$ cat src/rtl/pong_match_ctrl_if.sv
// Signal bundle between the keyboard/ball datapath and the Pong match sequencer.
// frame_tick is a one-cycle strobe with no back-pressure; every sequencer output is a registered level.
interface pong_match_ctrl_if;
  logic       frame_tick;
  logic [7:0] keycode;
  logic [9:0] BallX;
  logic       ball_reset;
  logic       ball_run;
  logic       serve_dir;
  logic [3:0] score1;
  logic [3:0] score2;
  logic [2:0] state;
  logic [1:0] winner;
  logic [7:0] frame_cnt;

  modport master (
    output frame_tick, keycode, BallX,
    input  ball_reset, ball_run, serve_dir, score1, score2, state, winner, frame_cnt
  );

  modport slave (
    input  frame_tick, keycode, BallX,
    output ball_reset, ball_run, serve_dir, score1, score2, state, winner, frame_cnt
  );
endinterface

$ cat src/rtl/pong_match_ctrl.sv
// Pong match sequencer: serve/rally/pause/point/over flow, goal detection, scores and winner.
// frame_cnt is exported on the bundle as a debug view of the post-goal hold counter.
module pong_match_ctrl #(
  parameter logic [7:0] SERVE_KEY    = 8'h2C,
  parameter logic [7:0] PAUSE_KEY    = 8'h13,
  parameter logic [9:0] LEFT_GOAL    = 10'd38,
  parameter logic [9:0] RIGHT_GOAL   = 10'd591,
  parameter logic [7:0] POINT_FRAMES = 8'd60,
  parameter logic [3:0] WIN_SCORE    = 4'd7
) (
  input logic              Clk,
  input logic              Reset,
  pong_match_ctrl_if.slave bus
);

  typedef enum logic [2:0] {
    IDLE  = 3'd0,
    SERVE = 3'd1,
    RALLY = 3'd2,
    PAUSE = 3'd3,
    POINT = 3'd4,
    OVER  = 3'd5
  } state_t;

  state_t     st;
  logic [7:0] prev_key;
  logic       key_arm;
  logic       ball_reset_r;
  logic       ball_run_r;
  logic       serve_dir_r;
  logic [3:0] score1_r;
  logic [3:0] score2_r;
  logic [1:0] winner_r;
  logic [7:0] frame_cnt_r;

  // key_arm masks the first cycle after reset so a key held through reset
  // is absorbed into prev_key instead of producing an event.
  logic serve_ev;
  logic pause_ev;
  assign serve_ev = key_arm && (bus.keycode == SERVE_KEY) && (prev_key != SERVE_KEY);
  assign pause_ev = key_arm && (bus.keycode == PAUSE_KEY) && (prev_key != PAUSE_KEY);

  always_ff @(posedge Clk) begin
    if (Reset) begin
      st           <= IDLE;
      prev_key     <= 8'h00;
      key_arm      <= 1'b0;
      ball_reset_r <= 1'b1;
      ball_run_r   <= 1'b0;
      serve_dir_r  <= 1'b0;
      score1_r     <= 4'd0;
      score2_r     <= 4'd0;
      winner_r     <= 2'b00;
      frame_cnt_r  <= 8'd0;
    end else begin
      prev_key <= bus.keycode;
      key_arm  <= 1'b1;
      case (st)
        IDLE: begin
          if (serve_ev) st <= SERVE;
        end
        SERVE: begin
          if (bus.frame_tick) begin
            st           <= RALLY;
            ball_reset_r <= 1'b0;
            ball_run_r   <= 1'b1;
          end
        end
        RALLY: begin
          // A goal on this tick takes precedence over a coincident pause press.
          if (bus.frame_tick && (bus.BallX <= LEFT_GOAL)) begin
            score2_r    <= (score2_r == 4'hF) ? 4'hF : score2_r + 4'd1;
            serve_dir_r <= 1'b0;
            frame_cnt_r <= 8'd0;
            ball_run_r  <= 1'b0;
            st          <= POINT;
          end else if (bus.frame_tick && (bus.BallX >= RIGHT_GOAL)) begin
            score1_r    <= (score1_r == 4'hF) ? 4'hF : score1_r + 4'd1;
            serve_dir_r <= 1'b1;
            frame_cnt_r <= 8'd0;
            ball_run_r  <= 1'b0;
            st          <= POINT;
          end else if (pause_ev) begin
            ball_run_r <= 1'b0;
            st         <= PAUSE;
          end
        end
        PAUSE: begin
          if (pause_ev) begin
            ball_run_r <= 1'b1;
            st         <= RALLY;
          end
        end
        POINT: begin
          if (bus.frame_tick) begin
            if (frame_cnt_r == POINT_FRAMES - 8'd1) begin
              frame_cnt_r  <= 8'd0;
              ball_reset_r <= 1'b1;
              if (score1_r == WIN_SCORE) begin
                winner_r <= 2'b01;
                st       <= OVER;
              end else if (score2_r == WIN_SCORE) begin
                winner_r <= 2'b10;
                st       <= OVER;
              end else begin
                st <= SERVE;
              end
            end else begin
              frame_cnt_r <= frame_cnt_r + 8'd1;
            end
          end
        end
        OVER: begin
          if (serve_ev) begin
            score1_r    <= 4'd0;
            score2_r    <= 4'd0;
            winner_r    <= 2'b00;
            serve_dir_r <= 1'b0;
            st          <= SERVE;
          end
        end
        default: begin
          st           <= IDLE;
          ball_reset_r <= 1'b1;
          ball_run_r   <= 1'b0;
        end
      endcase
    end
  end

  assign bus.state      = st;
  assign bus.ball_reset = ball_reset_r;
  assign bus.ball_run   = ball_run_r;
  assign bus.serve_dir  = serve_dir_r;
  assign bus.score1     = score1_r;
  assign bus.score2     = score2_r;
  assign bus.winner     = winner_r;
  assign bus.frame_cnt  = frame_cnt_r;

endmodule

$ cat src/flat_wrapper.sv
// flat-port wrapper written by rule: the top's interface ports become plain ports
module pong_match_ctrl_flat 
#(
  parameter logic [7:0] SERVE_KEY    = 8'h2C,
  parameter logic [7:0] PAUSE_KEY    = 8'h13,
  parameter logic [9:0] LEFT_GOAL    = 10'd38,
  parameter logic [9:0] RIGHT_GOAL   = 10'd591,
  parameter logic [7:0] POINT_FRAMES = 8'd60,
  parameter logic [3:0] WIN_SCORE    = 4'd7
)
  (Clk, Reset, bus_frame_tick, bus_keycode, bus_BallX, bus_ball_reset, bus_ball_run, bus_serve_dir, bus_score1, bus_score2, bus_state, bus_winner, bus_frame_cnt);
  pong_match_ctrl_if bus_i ();
  input logic Clk;
  input logic Reset;
  input wire logic [$bits(bus_i.frame_tick)-1:0] bus_frame_tick;
  input wire logic [$bits(bus_i.keycode)-1:0] bus_keycode;
  input wire logic [$bits(bus_i.BallX)-1:0] bus_BallX;
  output wire logic [$bits(bus_i.ball_reset)-1:0] bus_ball_reset;
  output wire logic [$bits(bus_i.ball_run)-1:0] bus_ball_run;
  output wire logic [$bits(bus_i.serve_dir)-1:0] bus_serve_dir;
  output wire logic [$bits(bus_i.score1)-1:0] bus_score1;
  output wire logic [$bits(bus_i.score2)-1:0] bus_score2;
  output wire logic [$bits(bus_i.state)-1:0] bus_state;
  output wire logic [$bits(bus_i.winner)-1:0] bus_winner;
  output wire logic [$bits(bus_i.frame_cnt)-1:0] bus_frame_cnt;
  assign bus_i.frame_tick = bus_frame_tick;
  assign bus_i.keycode = bus_keycode;
  assign bus_i.BallX = bus_BallX;
  assign bus_ball_reset = bus_i.ball_reset;
  assign bus_ball_run = bus_i.ball_run;
  assign bus_serve_dir = bus_i.serve_dir;
  assign bus_score1 = bus_i.score1;
  assign bus_score2 = bus_i.score2;
  assign bus_state = bus_i.state;
  assign bus_winner = bus_i.winner;
  assign bus_frame_cnt = bus_i.frame_cnt;
  pong_match_ctrl #(.SERVE_KEY(SERVE_KEY), .PAUSE_KEY(PAUSE_KEY), .LEFT_GOAL(LEFT_GOAL), .RIGHT_GOAL(RIGHT_GOAL), .POINT_FRAMES(POINT_FRAMES), .WIN_SCORE(WIN_SCORE)) u_core (.Clk(Clk), .Reset(Reset), .bus(bus_i));
endmodule
$ cat config.mk
export PLATFORM = sky130hd
export DESIGN_NAME = pong_match_ctrl_flat
export DESIGN_NICKNAME = d
export VERILOG_FILES = /design/src/rtl/pong_match_ctrl_if.sv /design/src/rtl/pong_match_ctrl.sv /design/src/flat_wrapper.sv
export SDC_FILE = /design/constraint.sdc
export NUM_CORES = 1
export LEC_CHECK = 0
export BUFFER_PORTS_ARGS = -buffer_cell sky130_fd_sc_hd__buf_2
export CORE_ASPECT_RATIO = 0.75
export CORE_MARGIN = 8
export CORE_UTILIZATION = 56
export CTS_CLUSTER_SIZE = 28
export DETAILED_ROUTE_END_ITERATION = 8
export GPL_TIMING_DRIVEN = 0
export PLACE_DENSITY_LB_ADDON = 0.3
export RECOVER_POWER = 25
export SKIP_CTS_REPAIR_TIMING = 1
export SLEW_MARGIN = 0
export SYNTH_ARGS = -nofsm -noshare
export SYNTH_HDL_FRONTEND = slang
export SYNTH_SLANG_ARGS = --single-unit
$ cat constraint.sdc
create_clock -name Clk -period 3.65 [get_ports Clk]
set_input_delay 0.365 -clock Clk [delete_from_list [all_inputs] [get_ports Clk]]
set_output_delay 0.365 -clock Clk [all_outputs]
set_load 0.005 [all_outputs]
Yosys cells after proc, flatten, opt, wreduce, memory -nomap -nowiden --
Cells that the tools add are included.
Word-level totals: input bits 21, register bits after elaboration 33, output and inout bits 24
Cells by class: mux-type cells 45, bitwise gates (word level) 2, add/sub/neg operators 3, reductions and logical operators 21, equal/unequal tests 26, magnitude comparators 2
Operators with widths (count):
- $mux W8 | 4
- $mux W3 | 10
- $mux W4 | 6
- $eq A8 B6 Y1 const B | 2
- $pmux W4 S2 | 2
- $pmux W8 S2 | 1
- $pmux W3 S5 | 1
- $mux W1 | 12
- $ne A2 B1 Y1 const B | 6
- $reduce_and A4 Y1 | 3
- $ge A10 B10 Y1 const B | 1
- $le A10 B6 Y1 const B | 1
- $mux W2 | 5
- $reduce_and A3 Y1 | 3
- $add A4 B1 Y4 const B | 2
- $add A8 B1 Y8 const B | 1
- $eq A4 B3 Y1 const B | 2
- $eq A4 B4 Y1 const B | 2
- $eq A8 B5 Y1 const B | 1
- $ne A8 B5 Y1 const B | 1
- $ne A8 B6 Y1 const B | 1
- $eq A3 B2 Y1 const B | 2
- $eq A3 B3 Y1 const B | 2
- $logic_and A1 B1 Y1 | 6
- other kinds (16) | 22

Longest topological paths before layout --
Gate-level depths: netlist of run 1.
depth after elaboration 7, gate-level depth with buffers 7, mapped depth without buffers 6

Worst setup path after synthesis of run 1 --
No wires, ideal clock.
path type register to register, from register u_core.frame_cnt_r[5] (netlist: u_core.bus.frame_cnt[5]), to register u_core.st[2] (netlist: u_core.bus.state[2]), cell stages (with the launch flop) 6, setup time 0.121 ns, setup slack 1.656 ns, arrival time 1.873 ns, path buffers 0, period minus slack after synthesis 1.994 ns, cell sequence dfxtp_1 > or3b_1 > or3_4 > a221oi_2 > o22ai_2 > mux2_4
On the way: longest elaborated chain between the ends 3
Ends and longest elaborated chain:
- from (decl) | line pong_match_ctrl.sv:34 | logic [7:0] frame_cnt_r;
- from (signal assigned) | line pong_match_ctrl.sv:109 | frame_cnt_r <= frame_cnt_r + 8'd1;
- $eq A8 B6 Y1 | line pong_match_ctrl.sv:96 | if (frame_cnt_r == POINT_FRAMES - 8'd1) begin
- $ne A2 B1 Y1 (no source line)
- $reduce_and A6 Y1 (no source line)
- to (signal assigned) | line pong_match_ctrl.sv:101 | st <= OVER;
- to (signal assigned) | line pong_match_ctrl.sv:104 | st <= OVER;
- to (signal assigned) | line pong_match_ctrl.sv:106 | st <= SERVE;
- to (decl) | line pong_match_ctrl.sv:25 | state_t st;
No other way between the ends. A chain may end at the register's enable or synchronous reset.

Worst setup path after layout of run 1 --
from register u_core.st[1] (netlist: u_core.bus.state[1]), to register u_core.frame_cnt_r[7] (netlist: u_core.bus.frame_cnt[7])
On the way: longest elaborated chain between the ends 3, elaborated cells between the ends (all ways) 7, those cells by class 4 x eq/ne; 1 x mux; 2 x reduce/logical
Ends and longest elaborated chain:
- from (signal assigned) | line pong_match_ctrl.sv:45 | st <= IDLE;
- from (signal assigned) | line pong_match_ctrl.sv:60 | if (serve_ev) st <= SERVE;
- from (signal assigned) | line pong_match_ctrl.sv:64 | st <= RALLY;
- $eq A3 B2 Y1 or $eq A3 B3 Y1 (tied branches) | line pong_match_ctrl.sv:58 | case (st)
- $ne A3 B1 Y1 (no source line), or another cell as far along
- $reduce_and A3 Y1 (no source line)
Several ways; a longest one is shown, not always the timed one.

==> impl_metrics.env, run 1 <==
export IMPL_status="finished, final reports clean"
export IMPL_ff2ff_setup_slack_ps=1420
export IMPL_ys_seq_area_frac=0.377
export IMPL_grt_overflow=0
export IMPL_diodes=0
export IMPL_crit_path_max_fanout=10
export IMPL_vias=1841
export IMPL_vias_per_cell=6.06
export IMPL_area_growth_synth_to_final_pct=21.8
export IMPL_max_cap_violations=0
export IMPL_chipWidth_microns=80.6
export IMPL_final_min_clock_period_ps=2230
export IMPL_critical_path_cell_chain="buf_2 > nor3b_1 > o2111ai_1 > and2_0 > clkbuf_1 > nand2_1 > a311oi_1"
export IMPL_max_freq_mhz=448
export IMPL_place_gp_congestion=0.938
export IMPL_grt_antenna_before_repair=0
export IMPL_cell_rows=17
export IMPL_postSynthRegisterBits=33
export IMPL_cp_slowest_cell="sky130_fd_sc_hd__nor3b_1"
export IMPL_die_boundary_height_microns=64.5
export IMPL_synthFlopType="sky130_fd_sc_hd__dfxtp_1"
export IMPL_total_count_of_max_transition_violations_in_the_final_report=0
export IMPL_first_iter_violations=189
export IMPL_layout_nets=289
export IMPL_min_path_type="input pin to flop"
export IMPL_grt_setup_unrepaired="no"
export IMPL_dpl_instance_area_sq_um=2020
export IMPL_insertion_delay_ps=290
export IMPL_initial_utilization=0.593
export IMPL_cts_path_max_buffers=2
export IMPL_maximum_number_of_pins_on_one_net_before_global_route_repair=12
export IMPL_synth_edff_count=0
export IMPL_power_density_nw_per_um2=381
export IMPL_worst_setup_path_start_kind="flop"
export IMPL_seqPwrFrac=0.462
export IMPL_clock_root_buffer="sky130_fd_sc_hd__clkbuf_8"
export IMPL_crit_required_ps=3800
export IMPL_vias_in_the_first_global_route=1716
export IMPL_timing_hold_violations_final=0
export IMPL_cellInternalPower_uw=625
export IMPL_final_layout_size_suffix_gt1_frac=0.207
export IMPL_syn_nets=238
export IMPL_synth_cell_type_count=46
export IMPL_final_core_util=0.723
export IMPL_report_power_total_uw=813
export IMPL_drcViolationCount=0
export IMPL_num_fill_cells=243
export IMPL_wl_per_cell_microns=16.1
export IMPL_cts_buffers=5
export IMPL_stdcell_count=304
export IMPL_numPlacedInstances=296
export IMPL_drtPass1Iterations=4
export IMPL_groute_usage_overall=0.185
export IMPL_sw_frac_of_total=0.232
export IMPL_syn_mean_instance_area_sq_um=8.20
export IMPL_grt_pass1_wl_microns=7780
export IMPL_worstMarginPinSlew_ps=616
export IMPL_numClockSinks=33
export IMPL_worstSetupPathType="flop to flop"
export IMPL_final_min_period_over_clock_period=0.611
export IMPL_netSwitchingPower_uw=188
export IMPL_design_die_area_sq_um=5200
export IMPL_tritoncts="built"
export IMPL_p_leak_uw=0.000851
export IMPL_max_clock_skew_ps=2.21
export IMPL_timing_critical_path_arrival_ps=2380
export IMPL_place_hpwl_microns=3630
export IMPL_core_area_sq_um=2960
export IMPL_portBuffers=44
export IMPL_routed_wirelength_microns=4890
export IMPL_postLayoutCellArea_sq_um=2140
export IMPL_setup_worst_path_end_class="flop"
export IMPL_power_share_clock=0.442
export IMPL_comb_power_share=0.095
export IMPL_io_pins=45
export IMPL_cts_clk_slew_worst_paths_ps=70
export IMPL_setup_violations_final=0
export IMPL_slew_headroom=0.589
export IMPL_gate_count_post_synth=214
export IMPL_vdd_ir_drop_max_mv=0.259
export IMPL_critPathMaxStageDelay_ps=450
export IMPL_syn_cell_area_sq_um=1750
export IMPL_antenna_violating_nets_left=0
export IMPL_async_flop_share=0
export IMPL_synthesis_yosys_warnings=0
export IMPL_totalNegativeSetupSlack_ps=0
export IMPL_h_tree_depth=2
## logic make-up (layout without fill, tap and decap cells)
family,after synthesis,after routing,share of synthesized area
AND/OR/NAND/NOR,96,96,0.297
AO/OA/AOI/OAI,63,63,0.253
flip-flops,33,33,0.377
buffers and inverters,17,69,0.0378
adder cells (fa/ha/maj),3,3,0.0214
multiplexers,2,2,0.0143
## cell usage in the layout, fill, tap and decap left out, drive strengths merged, types with 2 or more instances in the layout
cell     instances
o21ai           13
a21oi           16
a31oi            7
nor4b            2
buf             42
a221oi           4
a311oi           5
inv              8
a211oi           3
nand2b           4
nand3           18
nor3             5
dfxtp           33
ha               3
nand3b           2
or3              4
nand4            2
nor2b           12
clkbuf          17
nor3b            3
and3             4
a41oi            2
o2111ai          2
nand4b           2
nand2           16
nor2            16
or4              2
o211a            2
## final timing paths
kind	endpoint	cells after the start	startpoint
max	u_core.bus.frame_cnt[7]$_SDFFE_PP0P_	7	u_core.bus.state[1]$_SDFFE_PP0P_
min	u_core.prev_key[7]$_SDFF_PP0_	2	bus_keycode[7]
max reg2reg	u_core.bus.frame_cnt[7]$_SDFFE_PP0P_	7	u_core.bus.state[1]$_SDFFE_PP0P_
min reg2reg	u_core.bus.winner[0]$_SDFFE_PP0P_	2	u_core.bus.winner[0]$_SDFFE_PP0P_
## cell type report
class | instances | area, sq um | share of cell area
timing repair buffer | 44 | 215 | 0.101
multi-input combinational | 164 | 1030 | 0.481
buffer | 9 | 36.3 | 0.0170
clock inverter | 2 | 37.5 | 0.0176
tap | 38 | 47.5 | 0.0222
clock buffer | 6 | 82.6 | 0.0386
sequential | 33 | 661 | 0.309
inverter | 8 | 30.0 | 0.0141
## registers in the layout, summed over array words and instances, names as in the netlist
name                   cells
u_core.bus.state           3
u_core.bus.score2          4
u_core.bus.ball_run        1
u_core.bus.ball_reset      1
u_core.prev_key            8
u_core.bus.frame_cnt       8
u_core.key_arm             1
u_core.bus.winner          2
u_core.bus.serve_dir       1
u_core.bus.score1          4
## Yosys cell counts (all sizes together), types with 3 or more instances
library cell | instances | area share
or3 | 4 | 0.017
a311oi | 5 | 0.025
nand2b | 4 | 0.014
nand2 | 16 | 0.034
a21oi | 16 | 0.046
and3 | 4 | 0.014
inv | 8 | 0.017
a221oi | 4 | 0.027
nor2b | 12 | 0.043
a31oi | 7 | 0.025
nor2 | 16 | 0.034
dfxtp | 33 | 0.38
nor3 | 5 | 0.014
nor3b | 3 | 0.013
nand3 | 18 | 0.051
ha | 3 | 0.021
clkbuf | 7 | 0.015
a211oi | 3 | 0.013
o21ai | 13 | 0.037
## routing by layer
layer	share of wire	vias up	GRT usage	wire length (microns)
met5	0	-	0	0
met1	0.46	843	0.241	2240
met2	0.45	85	0.289	2210
li1	-	910	-	-
met4	0.0029	0	0.0520	14
met3	0.086	3	0.0537	421
## per-stage QoR
| step | setup slack [ps] | hold WS, ps |
|---|---|---|
| floorplan | 1660 | 466 |
| global placement | 1440 | 467 |
| detailed placement | 1350 | 470 |
| CTS | 1440 | 304 |
| global route | 1250 | 317 |
| finish | 1420 | 303 |
## worst max-delay path, delay by kind of cell (launching register included)
family	cells	cell delay, ps
simple gates	3	880
flops	1	330
buf+inv	2	380
compound gates	2	510
## power groups by stage
stage / sequential, uW / combinational [uW] / clock [uW]
after floorplan: 384 / 45.2 / 0
after global placement: 384 / 73.9 / 0
after detailed placement: 384 / 75.9 / 0
after CTS: 376 / 76.4 / 361
after global routing: 377 / 84.5 / 378
final: 376 / 77.3 / 360
No activity file was read; power rests on OpenSTA's default activity.
==> run 2, diff against run 1 <==
Settings changed: CORE_UTILIZATION 56 to 47.
Clock period 3.65 ns to 1.9 ns, I/O delays scaled along.
==> run 2 against run 1 <==
Largest power group unchanged. Sequential power up 94%. Utilization fell by 7.8 points. Non-clock buffer count increased by 5. Cell count grew 6.3%. Highest routed layer unchanged. Via count rose by 0.27%. Critical path type unchanged. The flow now finishes with violations (setup timing). Routed wire length grew 1.7%. Total power increased by 95%. Sequential cell count stayed put. Clock power is 92% higher. Register-to-register slack got worse by 1500 ps. Sequential share of layout area decreased by 2.2 points. Combinational power grew 110%.
==> impl_metrics.env, run 2 (same netlist as run 1, synthesis figures left out) <==
export IMPL_vias=1846
export IMPL_place_gp_congestion=0.866
export IMPL_drtPass1Iterations=4
export IMPL_netSwitchingPower_uw=373
export IMPL_status="finished with violations"
export IMPL_tritoncts="built"
export IMPL_cts_clk_slew_worst_paths_ps=70
export IMPL_max_freq_mhz=506
export IMPL_hold_end="u_core.prev_key[5]$_SDFF_PP0_"
export IMPL_cell_rows=19
export IMPL_first_iter_violations=154
export IMPL_worstMarginPinSlew_ps=564
export IMPL_comb_power_share=0.102
export IMPL_design_die_area_sq_um=5960
export IMPL_cp_slowest_cell="sky130_fd_sc_hd__or3_4"
export IMPL_worst_setup_path_start_kind="flop"
export IMPL_ff2ff_setup_slack_ps=-80
export IMPL_maximum_number_of_pins_on_one_net_before_global_route_repair=11
export IMPL_core_area_sq_um=3610
export IMPL_total_count_of_max_transition_violations_in_the_final_report=0
export IMPL_vias_per_cell=5.72
export IMPL_power_share_clock=0.437
export IMPL_timing_critical_path_arrival_ps=2170
export IMPL_vdd_ir_drop_max_mv=0.671
export IMPL_max_cap_violations=0
export IMPL_wl_per_cell_microns=15.4
export IMPL_groute_usage_overall=0.164
export IMPL_final_min_clock_period_ps=1980
export IMPL_routed_wirelength_microns=4970
export IMPL_hold_path_cell_cnt=2
export IMPL_whs_ps=139
export IMPL_drcViolationCount=0
export IMPL_power_density_nw_per_um2=680
export IMPL_numClockSinks=33
export IMPL_critical_path_cell_chain="or3b_4 > or3_4 > a221oi_4 > o22ai_2 > mux2_4"
export IMPL_commonest_cells_after_routing_fill_and_taps_aside="47 x sky130_fd_sc_hd__buf_2, 29 x sky130_fd_sc_hd__dfxtp_1, 18 x sky130_fd_sc_hd__nand3_1, 16 x sky130_fd_sc_hd__a21oi_1, 15 x sky130_fd_sc_hd__nand2_1"
export IMPL_vias_in_the_first_global_route=1668
export IMPL_chipWidth_microns=86.5
export IMPL_layout_cells_most_common="sky130_fd_sc_hd__buf_2"
export IMPL_max_clock_skew_ps=8.54
export IMPL_clock_root_buffer="sky130_fd_sc_hd__clkbuf_8"
export IMPL_slew_headroom=0.620
export IMPL_sw_frac_of_total=0.236
export IMPL_num_fill_cells=326
export IMPL_timing_reg2reg_worst_path_depth=5
export IMPL_cellInternalPower_uw=1210
export IMPL_crit_required_ps=2090
export IMPL_crit_path_max_fanout=6
export IMPL_layout_nets=294
export IMPL_seq_area_sq_um=668
export IMPL_critPathMaxStageDelay_ps=390
export IMPL_seqPwrFrac=0.461
export IMPL_grt_overflow=0
export IMPL_grt_antenna_before_repair=0
export IMPL_timing_hold_violations_final=0
export IMPL_place_hpwl_microns=3570
export IMPL_grt_setup_unrepaired="yes"
export IMPL_die_boundary_height_microns=68.9
export IMPL_final_layout_size_suffix_gt1_frac=0.314
export IMPL_p_leak_uw=0.000924
export IMPL_cts_buffers=5
export IMPL_violations_in_the_final_reports="setup timing"
export IMPL_antenna_violating_nets_left=0
export IMPL_diodes=0
export IMPL_setup_worst_path_end_class="flop"
export IMPL_regToRegEndpoint="u_core.bus.state[2]$_SDFFE_PP0P_"
export IMPL_final_min_period_over_clock_period=1.04
export IMPL_setup_violations_final=4
export IMPL_reg2reg_from="u_core.bus.frame_cnt[5]$_SDFFE_PP0P_"
export IMPL_min_path_type="input pin to flop"
export IMPL_area_growth_synth_to_final_pct=32.9
export IMPL_portBuffers=44
export IMPL_io_pins=45
export IMPL_insertion_delay_ps=290
export IMPL_report_power_total_uw=1580
export IMPL_timing_hold_worst_start="bus_keycode[5]"
export IMPL_multi_input_area_sq_um=1150
export IMPL_worstSetupPathType="flop to flop"
export IMPL_h_tree_depth=2
export IMPL_cts_path_max_buffers=2
export IMPL_grt_pass1_wl_microns=7660
export IMPL_final_critical_path_setup_slack_ps=-76.5
export IMPL_initial_utilization=0.485
export IMPL_final_core_util=0.645
export IMPL_dp_worst_setup_slack_ps=-286
==> run 2: metal layers <==
layer | share of wire | vias to the layer above | track usage
met5 | 0 | - | 0
met4 | 0.018 | 0 | 0.0812
met3 | 0.050 | 9 | 0.0414
met2 | 0.47 | 52 | 0.259
met1 | 0.46 | 863 | 0.207
li1 | - | 922 | -
==> run 2: per-stage QoR <==
| step | setup TNS [ps] | cell area [sq um] | std cells |
|---|---|---|---|
| after floorplan | -19.8 | 1760 | 214 |
| after global placement | -3830 | 2040 | 310 |
| after detailed placement | -3740 | 2040 | 310 |
| after CTS | -4180 | 2160 | 318 |
| after global routing | -1400 | 2330 | 323 |
| final | -145 | 2330 | 323 |
==> run 2: layout make-up <==
type	count	share of cell area
Timing Repair Buffer	50	0.114
Sequential cell	33	0.287
Clock inverter	1	0.0129
Tap cell	52	0.0279
Clock buffer	7	0.0370
Buffer	8	0.0145
Multi-Input combinational cell	164	0.494
Inverter	8	0.0129
==> run 2: worst max-delay path by stage <==
stage,startpoint,end,slack [ps],cells after the start
global placement,u_core.bus.state[1]$_SDFFE_PP0P_,u_core.bus.frame_cnt[5]$_SDFFE_PP0P_,-300,7
finish,u_core.bus.frame_cnt[5]$_SDFFE_PP0P_,u_core.bus.state[2]$_SDFFE_PP0P_,-80,5
floorplan,u_core.bus.frame_cnt[5]$_SDFFE_PP0P_,u_core.bus.state[2]$_SDFFE_PP0P_,-20,5
global route,u_core.bus.frame_cnt[0]$_SDFFE_PP0P_,u_core.bus.winner[0]$_SDFFE_PP0P_,-150,6
CTS,u_core.prev_key[0]$_SDFF_PP0_,u_core.bus.score1[3]$_SDFFE_PP0P_,-310,5
detailed placement,u_core.prev_key[0]$_SDFF_PP0_,u_core.bus.state[2]$_SDFFE_PP0P_,-290,5
==> run 2: critical path: cells and delay by family, from the launching register on <==
family | cells | cell delay [ps]
multiplexers | 1 | 300
flip-flops | 1 | 370
AO/OA/AOI/OAI | 2 | 420
AND/OR/NAND/NOR | 2 | 770
==> run 2: power groups by stage <==
stage	registers [uW]	logic (uW)	clock network (uW)
after global placement	737	144	0
after floorplan	737	86.8	0
after detailed placement	738	146	0
after global routing	734	178	737
after CTS	722	147	701
final	731	161	692
